==> config.mk <==
export PLATFORM = sky130hd
export DESIGN_NAME = zprize_divmod_seq
export DESIGN_NICKNAME = d
export VERILOG_FILES = /design/src/rtl/zprize_divmod_seq.sv
export SDC_FILE = /design/constraint.sdc
export NUM_CORES = 1
export LEC_CHECK = 0
export ABC_AREA = 1
export ABC_CLOCK_PERIOD_IN_PS = 2600
export CORE_MARGIN = 5
export CORE_UTILIZATION = 30
export DETAILED_ROUTE_END_ITERATION = 8
export PLACE_DENSITY = 0.46
export SYNTH_ARGS = -nofsm -noshare
export SYNTH_HDL_FRONTEND = slang
export SYNTH_SLANG_ARGS = --single-unit
==> constraint.sdc <==
create_clock -name clk -period 2.6 [get_ports clk]
set_input_delay 0.78 -clock clk [delete_from_list [all_inputs] [get_ports clk]]
set_output_delay 0.78 -clock clk [all_outputs]
set_load 0.05 [all_outputs]
==> src/rtl/zprize_divmod_seq.sv <==
// Sequential radix-2 restoring divider: W0-bit dividend / W1-bit divisor, one quotient bit per cycle.
// A metadata tag rides along with each operation; divide-by-zero yields all-ones quotient.
module zprize_divmod_seq #(
  parameter int W0 = 98,
  parameter int W1 = 49,
  parameter int M  = 32
) (
  input  logic          clk,
  input  logic          rst,
  input  logic          in_valid,
  output logic          in_ready,
  input  logic [W0-1:0] dividend,
  input  logic [W1-1:0] divisor,
  input  logic [M-1:0]  m_i,
  output logic          out_valid,
  input  logic          out_ready,
  output logic [W0-1:0] quotient,
  output logic [W1-1:0] remainder,
  output logic          div0,
  output logic [M-1:0]  m_o
);

  localparam int CW = (W0 > 1) ? $clog2(W0) : 1;

  typedef enum logic [1:0] {
    IDLE = 2'd0,
    BUSY = 2'd1,
    DONE = 2'd2
  } state_t;

  state_t        state_q;
  logic [CW-1:0] cnt_q;
  logic [W0-1:0] quo_q;
  logic [W1:0]   rem_q;
  logic [W1-1:0] dvs_q;
  logic [W1-1:0] dvd_lo_q;
  logic [M-1:0]  tag_q;
  logic          zero_q;

  logic          out_valid_q;
  logic [W0-1:0] quotient_q;
  logic [W1-1:0] remainder_q;
  logic          div0_q;
  logic [M-1:0]  m_o_q;

  logic [W1:0]   shl_s;
  logic [W1:0]   diff_s;
  logic          ge_s;
  logic [W1:0]   rem_d;
  logic [W0-1:0] quo_d;

  // One restoring step: shift in the next dividend bit, trial-subtract, keep or restore.
  always_comb begin
    shl_s  = {rem_q[W1-1:0], quo_q[W0-1]};
    diff_s = shl_s - {1'b0, dvs_q};
    ge_s   = (shl_s >= {1'b0, dvs_q});
    if (ge_s) begin
      rem_d = diff_s;
    end else begin
      rem_d = shl_s;
    end
    quo_d = {quo_q[W0-2:0], ge_s};
  end

  // Control FSM with datapath and registered result outputs.
  always_ff @(posedge clk or negedge rst) begin
    if (!rst) begin
      state_q     <= IDLE;
      cnt_q       <= '0;
      quo_q       <= '0;
      rem_q       <= '0;
      dvs_q       <= '0;
      dvd_lo_q    <= '0;
      tag_q       <= '0;
      zero_q      <= 1'b0;
      out_valid_q <= 1'b0;
      quotient_q  <= '0;
      remainder_q <= '0;
      div0_q      <= 1'b0;
      m_o_q       <= '0;
    end else begin
      case (state_q)
        IDLE: begin
          if (in_valid) begin
            quo_q    <= dividend;
            dvs_q    <= divisor;
            dvd_lo_q <= dividend[W1-1:0];
            tag_q    <= m_i;
            rem_q    <= '0;
            zero_q   <= (divisor == '0);
            cnt_q    <= CW'(W0 - 1);
            state_q  <= BUSY;
          end
        end
        BUSY: begin
          rem_q <= rem_d;
          quo_q <= quo_d;
          if (cnt_q == '0) begin
            state_q     <= DONE;
            out_valid_q <= 1'b1;
            // Zero divisor gets a fixed, X-free override rather than the raw iteration result.
            quotient_q  <= zero_q ? '1 : quo_d;
            remainder_q <= zero_q ? dvd_lo_q : rem_d[W1-1:0];
            div0_q      <= zero_q;
            m_o_q       <= tag_q;
          end else begin
            cnt_q <= cnt_q - CW'(1);
          end
        end
        DONE: begin
          if (out_ready) begin
            out_valid_q <= 1'b0;
            state_q     <= IDLE;
          end
        end
        default: begin
          state_q     <= IDLE;
          out_valid_q <= 1'b0;
        end
      endcase
    end
  end

  assign in_ready  = (state_q == IDLE);
  assign out_valid = out_valid_q;
  assign quotient  = quotient_q;
  assign remainder = remainder_q;
  assign div0      = div0_q;
  assign m_o       = m_o_q;

endmodule
* Word-level counts from Yosys, hierarchy flattened
Index checks and enable logic that the tools add are counted.
** Storage, ports and cells
- Logic and storage cells :: 50
- Output and inout bits :: 182
- Flip-flop bits (word level) :: 468
- Input bits :: 183
** Operators by class
- Equality and inequality tests :: 6
- Reductions and logical operators :: 10
- Add/sub/neg operators :: 2
- Order comparisons :: 1
- Mux-type cells :: 17
- Bitwise logic cells :: 1
** Operators with widths (number)
- $mux W98 :: 2
- $pmux W98 S2 :: 1
- $mux W49 :: 3
- $pmux W49 S2 :: 1
- $ge A50 B49 Y1 :: 1
- $logic_not A49 Y1 :: 1
- $sub A49 B49 Y49 :: 1
- $mux W7 :: 2
- $pmux W7 S2 :: 1
- $reduce_and A3 Y1 :: 3
- $ne A2 B2 Y1 const B :: 4
- $logic_not A7 Y1 :: 1
- $sub A7 B1 Y7 const B :: 1
- $mux W2 :: 3
- $pmux W2 S3 :: 1
- $reduce_and A2 Y1 :: 3
- $pmux W1 S3 :: 1
- $eq A2 B1 Y1 const B :: 1
- $eq A2 B2 Y1 const B :: 1
- $logic_not A2 Y1 :: 1
- $mux W1 :: 2
- $reduce_bool A2 Y1 :: 1
- $not A1 Y1 :: 1

* Longest topological paths before layout
Gate-level depths: netlist (run 1).
- Depth after elaboration :: 3
- Gate-level depth with buffers :: 18
- Gate-level depth less buffers :: 18

* Least setup slack after synthesis (run 1)
Ideal clock, no wire load.
- Path kind :: flip-flop to flip-flop
- From :: register state_q[1]
- To :: register dvd_lo_q[16]
- Slack :: 0.379 ns
- Required time :: 2.517 ns
- Period minus slack after synthesis :: 2.221 ns
- Setup time :: 0.083 ns
- Path buffers :: 2
- Arrival :: 2.138 ns
- Cell stages (with the launch flop) :: 8
- Cell sequence :: dfrtp_1 > nor2_1 > nand2_1 > inv_2 > clkbuf_1 > buf_1 > nand2_1 > o21ai_0
** Between the ends
- Longest elaborated chain between the ends :: 2
** RTL lines
- from (decl) :: line 31 : state_t state_q;
- from (signal assigned) :: line 68 : state_q <= IDLE;
- from (signal assigned) :: line 92 : state_q <= BUSY;
- from (signal assigned) :: line 99 : state_q <= DONE;
- $logic_not A2 Y1
- net in_ready :: line 11 : output logic in_ready,
- $reduce_and A2 Y1 (no source line)
- to (signal assigned) :: line 87 : dvd_lo_q <= dividend[W1-1:0];
- to (decl) :: line 36 : logic [W1-1:0] dvd_lo_q;
The timed path passes the listed nets, and every way through them passes these cells.
A chain may end at the register's enable or synchronous reset.

* Worst setup path after layout (run 1)
- From :: register quotient_q[24], in the netlist quotient[24]
- To :: output quotient[24]
** RTL lines
- from (decl) :: line 41 : logic [W0-1:0] quotient_q;
- from (signal assigned) :: line 102 : quotient_q <= zero_q ? '1 : quo_d;
- to (decl) :: line 17 : output logic [W0-1:0] quotient,
No word-level cell between the ends.

==> flow_summary.yaml, run 1 <==
routing:
  ant_nets: 0
  vias: 22200
  via_per_inst: 4.68
  post-route-drc-count: 0
  wl_per_cell_um: 18.8
  dr.pass1.iters: 5
  wl_mm: 89.1
  drt-initial-drc-count: 1420
run_status:
  status: "completed"
floorplan:
  coreArea_mm2: 0.0802
  rows: 104
  die_h_um: 294
  pin_count: 365
  design.die.area_mm2: 0.0862
  start_util_pct: 30.1
  die_w_um: 294
setup_path:
  timing.rr.start: "rem_q[11]"
  critical_path.top_delay_family: "buffers and inverters"
  critPathBufInv: 1
  cp.arrival_ps: 1770
  cp-endpoint: "quotient[24]"
  required_ps: 1820
  r2r_slack_ps: 90
  rr_worst_depth: 15
  startpoint_type: "flip-flop"
  timing.rr.end: "remainder[43]"
  cp_max_fo: 2
  cp-startpoint: "quotient[24]"
  critPathSlowestCell: "clkdlybuf4s50_1"
  endpoint_kind: "output pin"
  cpPeakStageDelay_ps: 820
  cp_cell_sequence: "clkdlybuf4s50_1"
  critPathKind: "flip-flop to output pin"
  cp.depth: 1
cts:
  cts.sink_count: 468
  cts_tree: "built"
  cts-root-buf: "clkbuf_16"
  cts_made_buffers: 54
  path_clk_slew_ps: 60
  clkLatencyLatePin_ps: 620
  htreeDepth: 2
  cts_buffer_depth: 3
placement:
  preCtsSetupSlack_ps: -4.62
  dpl.hpwl_mm: 65.7
  placed_cells: 4633
  port_buffers: 364
  postPlaceCellArea_mm2: 0.0298
  gp_congestion: 0.947
synth:
  syn_area_mm2: 0.0241
  ys_seq_area_share_pct: 48.5
  synth_top_area_share_pct: 48.5
  async_flop_share_pct: 100
  yosysUniqueCellTypes: 43
  synthFlopType: "dfrtp_1"
  avgSynthCellArea_um2: 7.49
  yosys_warnings: 0
  syn_inst: 3223
  synth_top_area_cell: "dfrtp_1"
  synth_area_leaders: "dfrtp_1, nand2_1, inv_1"
  synth_edf_count: 0
  ys_ff_latch: 468
  syn_nets: 3458
power_and_ir_drop:
  pwr_density_cell_mw_per_mm2: 1490
  p_leak_nw: 17.1
  ir_drop_mv: 0.596
  power_mw: 47.7
layout:
  final_cell_area_mm2: 0.0320
  drive_gt1_share_pct: 9.63
  fin_cells: 4740
  nNetsFinal: 3873
  syn_to_final_growth_pct: 32.8
timing:
  finalHoldViolCount: 0
  period_share_pct: 98.0
  fin_setup_tns_ps: 0
  clock_skew_ps: 24.0
  maxSlewHeadroom_pct: 54.5
  post-route-min-period_ps: 2550
  drv_slew: 0
  setup_ws_ps: 52.1
  worstMarginPinSlew_ps: 683
  timing.fmax_mhz: 392
  setup_viol: 0
grt:
  grt_pass1_vias: 22100
  grt_max_degree: 136
  grt_overflow: 0
  grt_pass1_wl_mm: 135
  grt_usage_pct: 19.9
  antenna_found_initial: 7
worst_hold_path:
  hold_class: "primary input to asynchronous set/reset pin"
flow_run:
  max_cap_violations: 0
synthesized netlist by cell type (all sizes together), types with 2 or more instances:
cell / instances
o21bai: 3
a31oi: 49
clkbuf: 116
nor4: 12
nand3b: 4
nor3: 9
buf: 39
and2: 4
nand3: 84
or2: 2
inv: 503
a22oi: 48
o21ai: 314
o22ai: 50
nand4: 68
ha: 51
nand2: 1083
dfrtp: 468
xor2: 24
a21oi: 81
nor2: 204
where the power goes:
group / switching [mW] / internal (mW) / total, mW / leakage (nW)
clock network: 3.22 / 4.61 / 7.83 / 0.884
registers: 1.85 / 10.5 / 12.3 / 5.91
logic: 17.9 / 9.63 / 27.6 / 10.3
layer usage:
| metal | track usage (%) | up-vias | part of all wire [%] |
|---|---|---|---|
| met1 | 26.7 | 10600 | 44 |
| met3 | 3.15 | 107 | 4.6 |
| met4 | 4.91 | 6 | 2.4 |
| met2 | 33.9 | 428 | 48 |
| li1 | - | 11000 | - |
| met5 | 0 | - | 0.038 |
how the worst min path moves through the flow:
stage	startpoint	to	slack (ps)	cells after the start
global placement	quotient[75]	quotient[75]	460	2
CTS	rst	m_o[18]	30	1
finish	rst	m_o[18]	40	1
global route	rst	m_o[18]	40	1
floorplan	dvs_q[10]	dvs_q[10]	450	2
detailed placement	quotient[55]	quotient[55]	460	2
per-stage QoR:
stage          hold slack (ps)  utilization (%)
2_1_floorplan              453                -
3_3_place_gp               455             37.1
3_5_place_dp               458             37.1
4_1_cts                   27.1             39.2
5_1_grt                   40.3             40.0
6_report                  40.2             40.0
cells in the final DEF, fill, tap and decap left out, drive strengths merged, types with 9 or more instances in the layout:
| cell | instances |
|---|---|
| clkbuf | 80 |
| xor2 | 24 |
| nand4 | 68 |
| dlygate4sd2 | 107 |
| nor2 | 204 |
| clkinv | 10 |
| dfrtp | 468 |
| a31oi | 49 |
| dlymetal6s2s | 34 |
| clkdlybuf4s50 | 212 |
| o22ai | 50 |
| ha | 51 |
| nand2 | 1083 |
| nand3 | 84 |
| nor4 | 12 |
| a21oi | 81 |
| nor3 | 9 |
| a22oi | 48 |
| inv | 505 |
| buf | 159 |
| o21ai | 314 |
sequential cells by signal, indices dropped and copies added, names as in the netlist, 2 cells and up:
signal     cells
quo_q         98
quotient      98
dvd_lo_q      49
dvs_q         49
rem_q         49
remainder     49
m_o           32
tag_q         32
cnt_q          7
state_q        2
cells by family (layout without fill, tap and decap cells):
logic type	Yosys count	after routing	synth area share [%]
fa+ha+maj	52	52	2.73
other cells	0	4	0
compound gates	550	550	12.6
flops	468	468	48.5
xor+xnor	24	24	0.871
buf+inv	659	1112	10.7
simple gates	1470	1470	24.7
timing repair:
| item | CTS | global route |
|---|---|---|
| resized for setup | 109 | 117 |
| pin swaps | 0 | 7 |
| gates cloned | 0 | 2 |
| hold buffers | 0 | 0 |
| setup buffers | 0 | 7 |
| endpoints found under the setup margin | 109 | 132 |
layout make-up:
type / instances / area, um2
fillers: 8519 / 48100
well taps: 1060 / 1330
clock buffers: 78 / 1580
multi-input cells: 2096 / 10300
flip-flops and latches: 468 / 11700
clock inverters: 16 / 213
repair buffers: 514 / 5030
diodes: 4 / 10.0
inverters: 504 / 1900
Note: power is estimated with default switching activity, not from simulation.
==> inputs of run 2 (changes only) <==
CORE_ASPECT_RATIO = 1.5   (was default)
CTS_CLUSTER_SIZE = 8   (was default)
==> run 2 against run 1 <==
  * Final cell count fell by 1.1%
  * Die area rose by 0.13%
  * Setup slack got worse by 1.6 ps
  * Hold slack improved by 25 ps
  * Sequential share of layout area barely moved
  * Clock skew fell by 1.7 ps
  * Sequential cell count did not move
  * Critical path type unchanged
  * Critical endpoint is now quotient[60]
==> flow_summary.yaml, run 2 (same netlist as run 1, synthesis figures left out) <==
routing:
  route.met2.wl_mm: 45.4
  dr.pass1.iters: 5
  dr.max_layer_used: "met5"
  via_per_inst: 4.71
  post-route-drc-count: 0
  wl_mm: 91.2
  ant_nets: 0
  met1_length_mm: 38.0
  drt-initial-drc-count: 1356
  vias: 22100
  met3WireLength_mm: 4.31
  wl_per_cell_um: 19.5
grt:
  grt_pass1_vias: 22400
  grt_overflow: 0
  grt_usage_pct: 20.5
  grt_max_degree: 114
  grt_pass1_wl_mm: 138
  antenna_found_initial: 8
setup_path:
  cp.arrival_ps: 1770
  cpPeakStageDelay_ps: 830
  critPathKind: "flip-flop to output pin"
  endpoint_kind: "output pin"
  required_ps: 1820
  critPathBufInv: 1
  critPathSlowestCell: "clkdlybuf4s50_1"
  cp_cell_sequence: "clkdlybuf4s50_1"
  critical_path.top_delay_family: "buffers and inverters"
  cp_max_fo: 2
  startpoint_type: "flip-flop"
layout:
  final_cell_area_mm2: 0.0320
  drive_gt1_share_pct: 9.47
  layout_commonest_cell: "nand2_1"
  final_cell_mix: "nand2_1, inv_1, dfrtp_1, o21ai_0, clkdlybuf4s50_1"
  nNetsFinal: 3879
  syn_to_final_growth_pct: 32.8
  fillers: 8465
  fin_util_pct: 40.1
  fin_cells: 4689
timing:
  drv_slew: 0
  worstMarginPinSlew_ps: 1120
  whs_ps: 65.6
  setup_viol: 0
  clock_skew_ps: 22.3
  finalHoldViolCount: 0
  fin_setup_tns_ps: 0
  timing.fmax_mhz: 392
  period_share_pct: 98.1
  post-route-min-period_ps: 2550
  maxSlewHeadroom_pct: 25.6
  setup_ws_ps: 50.5
cts:
  cts_made_buffers: 68
  clkLatencyLatePin_ps: 610
  path_clk_slew_ps: 50
  cts_tree: "built"
  cts_buffer_depth: 3
  htreeDepth: 3
  postCtsHoldBufs: 0
  cts.sink_count: 468
  cts-root-buf: "clkbuf_16"
power_and_ir_drop:
  pwr_density_cell_mw_per_mm2: 1500
  p_leak_nw: 16.7
  power_mw: 48.0
  ir_drop_mv: 0.536
floorplan:
  rows: 127
  die_w_um: 242
  pin_count: 365
  start_util_pct: 30.2
  design.die.area_mm2: 0.0863
  coreArea_mm2: 0.0799
  die_h_um: 357
placement:
  port_buffers: 364
  preCtsSetupSlack_ps: -196
  placed_cells: 4600
  postPlaceCellArea_mm2: 0.0298
  gp_congestion: 0.933
  dpl.hpwl_mm: 67.3
flow_run:
  max_cap_violations: 0
worst_hold_path:
  hold_class: "primary input to asynchronous set/reset pin"
run_status:
  status: "completed"
## run 2: worst register-to-register path, delay by kind of cell (launching register included)
kind,cells,cell delay [ps]
simple gates,10,1180
flops,1,400
fa+ha+maj,1,400
xor+xnor,1,320
buf+inv,1,160
## run 2: where the power goes
group          leakage, nW  switching, mW  internal (mW)  total [mW]
clock network        0.907           3.24           4.83        8.07
logic                 9.88           18.0           9.61        27.6
registers             5.91           1.90           10.5        12.4
## run 2: final timing paths
path                         startpoint  cells past startpoint  slack, ps             to
max                        quotient[60]                      1         50   quotient[60]
max reg2reg                    rem_q[7]                     13         80  remainder[25]
min reg2reg                        div0                      2        460           div0
min                                 rst                      1         70       dvs_q[6]
min in group clk                   div0                      2        460           div0
max in group asynchronous           rst                      2       1780   quotient[89]
## run 2: routing by layer
layer | vias to the layer above | GRT usage (%)
met5 | - | 0
met4 | 4 | 7.74
met3 | 148 | 3.50
met2 | 556 | 36.3
met1 | 10400 | 25.1
li1 | 11000 | -
## run 2: layout make-up
type,count,area (um2),area share [%]
Multi-Input combinational cell,2096,10300,32.1
Inverter,504,1900,5.94
Sequential cell,468,11700,36.6
Tap cell,1032,1290,4.03
Timing Repair Buffer,506,4990,15.6
Clock inverter,4,50.0,0.156
Antenna cell,5,12.5,0.0391
Clock buffer,74,1800,5.61
## run 2: repair_timing
| action | 4_1_cts | 5_1_grt |
|---|---|---|
| resized for setup | 100 | 87 |
| endpoints found under the setup margin | 141 | 105 |
| gates cloned | 0 | 2 |
| setup buffers | 0 | 4 |
| hold endpoints to repair | 0 | 0 |
| pin swaps | 0 | 14 |
==> inputs of run 3 (changes only) <==
RECOVER_POWER = 25   (was default)
==> run 3 against run 2 <==
  * Final cell count is essentially flat
  * Power is essentially flat
  * Sequential power is essentially flat
  * Setup slack gained 1.5 ps
  * Non-clock buffer count is the same
  * Combinational power is essentially flat
  * First-iteration DRC count shrank 6.1%
  * Clock power is essentially flat
  * Largest power group unchanged
  * The flow now finishes with violations (max-capacitance violations, max-slew violations)
  * Clock-buffer cell count is the same
  * Fmax is essentially flat
==> flow_summary.yaml, run 3 (same netlist as run 1, synthesis figures left out) <==
timing:
  setup_viol: 0
  clock_skew_ps: 19.9
  drv_slew: 129
  worstMarginPinSlew_ps: 1680
  maxSlewHeadroom_pct: -12.2
  timing.fmax_mhz: 392
  post-route-min-period_ps: 2550
  period_share_pct: 98.0
  finalHoldViolCount: 0
grt:
  grt_pass1_wl_mm: 138
  grt_pass1_vias: 22400
  grt_overflow: 0
  antenna_found_initial: 8
  grt_max_degree: 114
  grt_usage_pct: 20.5
setup_path:
  cp_max_fo: 2
  cp_cell_sequence: "clkdlybuf4s50_1"
  critical_path.top_delay_family: "buffers and inverters"
  endpoint_kind: "output pin"
  startpoint_type: "flip-flop"
  cpPeakStageDelay_ps: 830
  cp-endpoint: "quotient[60]"
  critPathSlowestCell: "clkdlybuf4s50_1"
  r2r_slack_ps: 100
  cp-startpoint: "quotient[60]"
  critPathBufInv: 1
  timing.rr.start: "rem_q[7]"
  critPathKind: "flip-flop to output pin"
  rr_worst_depth: 13
  cp.arrival_ps: 1770
  required_ps: 1820
  cp.depth: 1
  timing.rr.end: "remainder[25]"
floorplan:
  die_w_um: 242
  pin_count: 365
  design.die.area_mm2: 0.0863
  rows: 127
  coreArea_mm2: 0.0799
  die_h_um: 357
  start_util_pct: 30.2
routing:
  drt-initial-drc-count: 1273
  ant_nets: 0
  via_per_inst: 4.72
  post-route-drc-count: 0
  wl_per_cell_um: 19.4
  wl_mm: 91.2
  vias: 22100
  dr.pass1.iters: 5
cts:
  cts_tree: "built"
  cts_buffer_depth: 3
  clkLatencyLatePin_ps: 600
  path_clk_slew_ps: 50
  cts-root-buf: "clkbuf_16"
  htreeDepth: 3
  postCtsHoldBufs: 0
  cts_made_buffers: 68
  cts.sink_count: 468
power_and_ir_drop:
  power_mw: 48.0
  ir_drop_mv: 0.533
  pwr_density_cell_mw_per_mm2: 1510
  p_leak_nw: 16.6
layout:
  nNetsFinal: 3879
  syn_to_final_growth_pct: 32.0
  fillers: 8484
  fin_util_pct: 39.8
  layout_commonest_cell: "nand2_1"
  final_cell_mix: "nand2_1, inv_1, dfrtp_1, o21ai_0, clkdlybuf4s50_1"
  drive_gt1_share_pct: 9.20
run_status:
  failed_checks: "max-capacitance violations, max-slew violations"
  status: "finished, violations left"
worst_hold_path:
  hold_class: "primary input to asynchronous set/reset pin"
placement:
  dpl.hpwl_mm: 67.3
  port_buffers: 364
  gp_congestion: 0.933
flow_run:
  max_cap_violations: 2
[run 3: timing repair]
action                                  CTS  global route
gates cloned                              0             2
setup buffers                             0             4
pin swaps                                 0            14
endpoints found under the setup margin  141           105
resized for setup                       100            87
[run 3: area by class of cell]
type / instances / area, um2 / area share (%)
diodes: 4 / 10.0 / 0.0314
inverters: 504 / 1900 / 5.98
clock buffers: 74 / 1800 / 5.65
flip-flops and latches: 468 / 11700 / 36.8
clock inverters: 4 / 50.0 / 0.157
multi-input cells: 2096 / 10300 / 32.3
well taps: 1032 / 1290 / 4.05
repair buffers: 506 / 4800 / 15.1
[run 3: report_power, final]
group	switching [mW]	total, mW	internal, mW
clock network	3.22	8.06	4.83
logic	18.0	27.6	9.58
registers	1.91	12.4	10.5
total	23.1	48.0	24.9
[run 3: worst min-delay path by stage]
stage | startpoint | endpoint | depth (start not counted)
floorplan | dvs_q[10] | dvs_q[10] | 2
global route | rst | dvs_q[6] | 1
detailed placement | quotient[61] | quotient[61] | 2
CTS | rst | dvs_q[6] | 1
finish | rst | dvs_q[6] | 1
global placement | quotient[50] | quotient[50] | 2
[run 3: metrics by stage]
step	area (um2)	cells	worst slack [ps]	hold slack (ps)	TNS, ps
after detailed placement	29800	4600	-196	459	-2140
after CTS	31500	4678	1.16	51.0	0
after global routing	31800	4687	-18.7	37.8	-37.7
after global placement	29800	4600	-192	452	-2470
final	31900	4688	51.9	42.7	0
after floorplan	24100	3223	379	453	0
[run 3: routing by layer]
metal	track usage, %	vias up	part of all wire, %
li1	-	11000	-
met1	25.1	10400	42
met2	36.3	580	50
met3	3.50	146	4.8
met4	7.74	4	3.8
met5	0	-	0.027
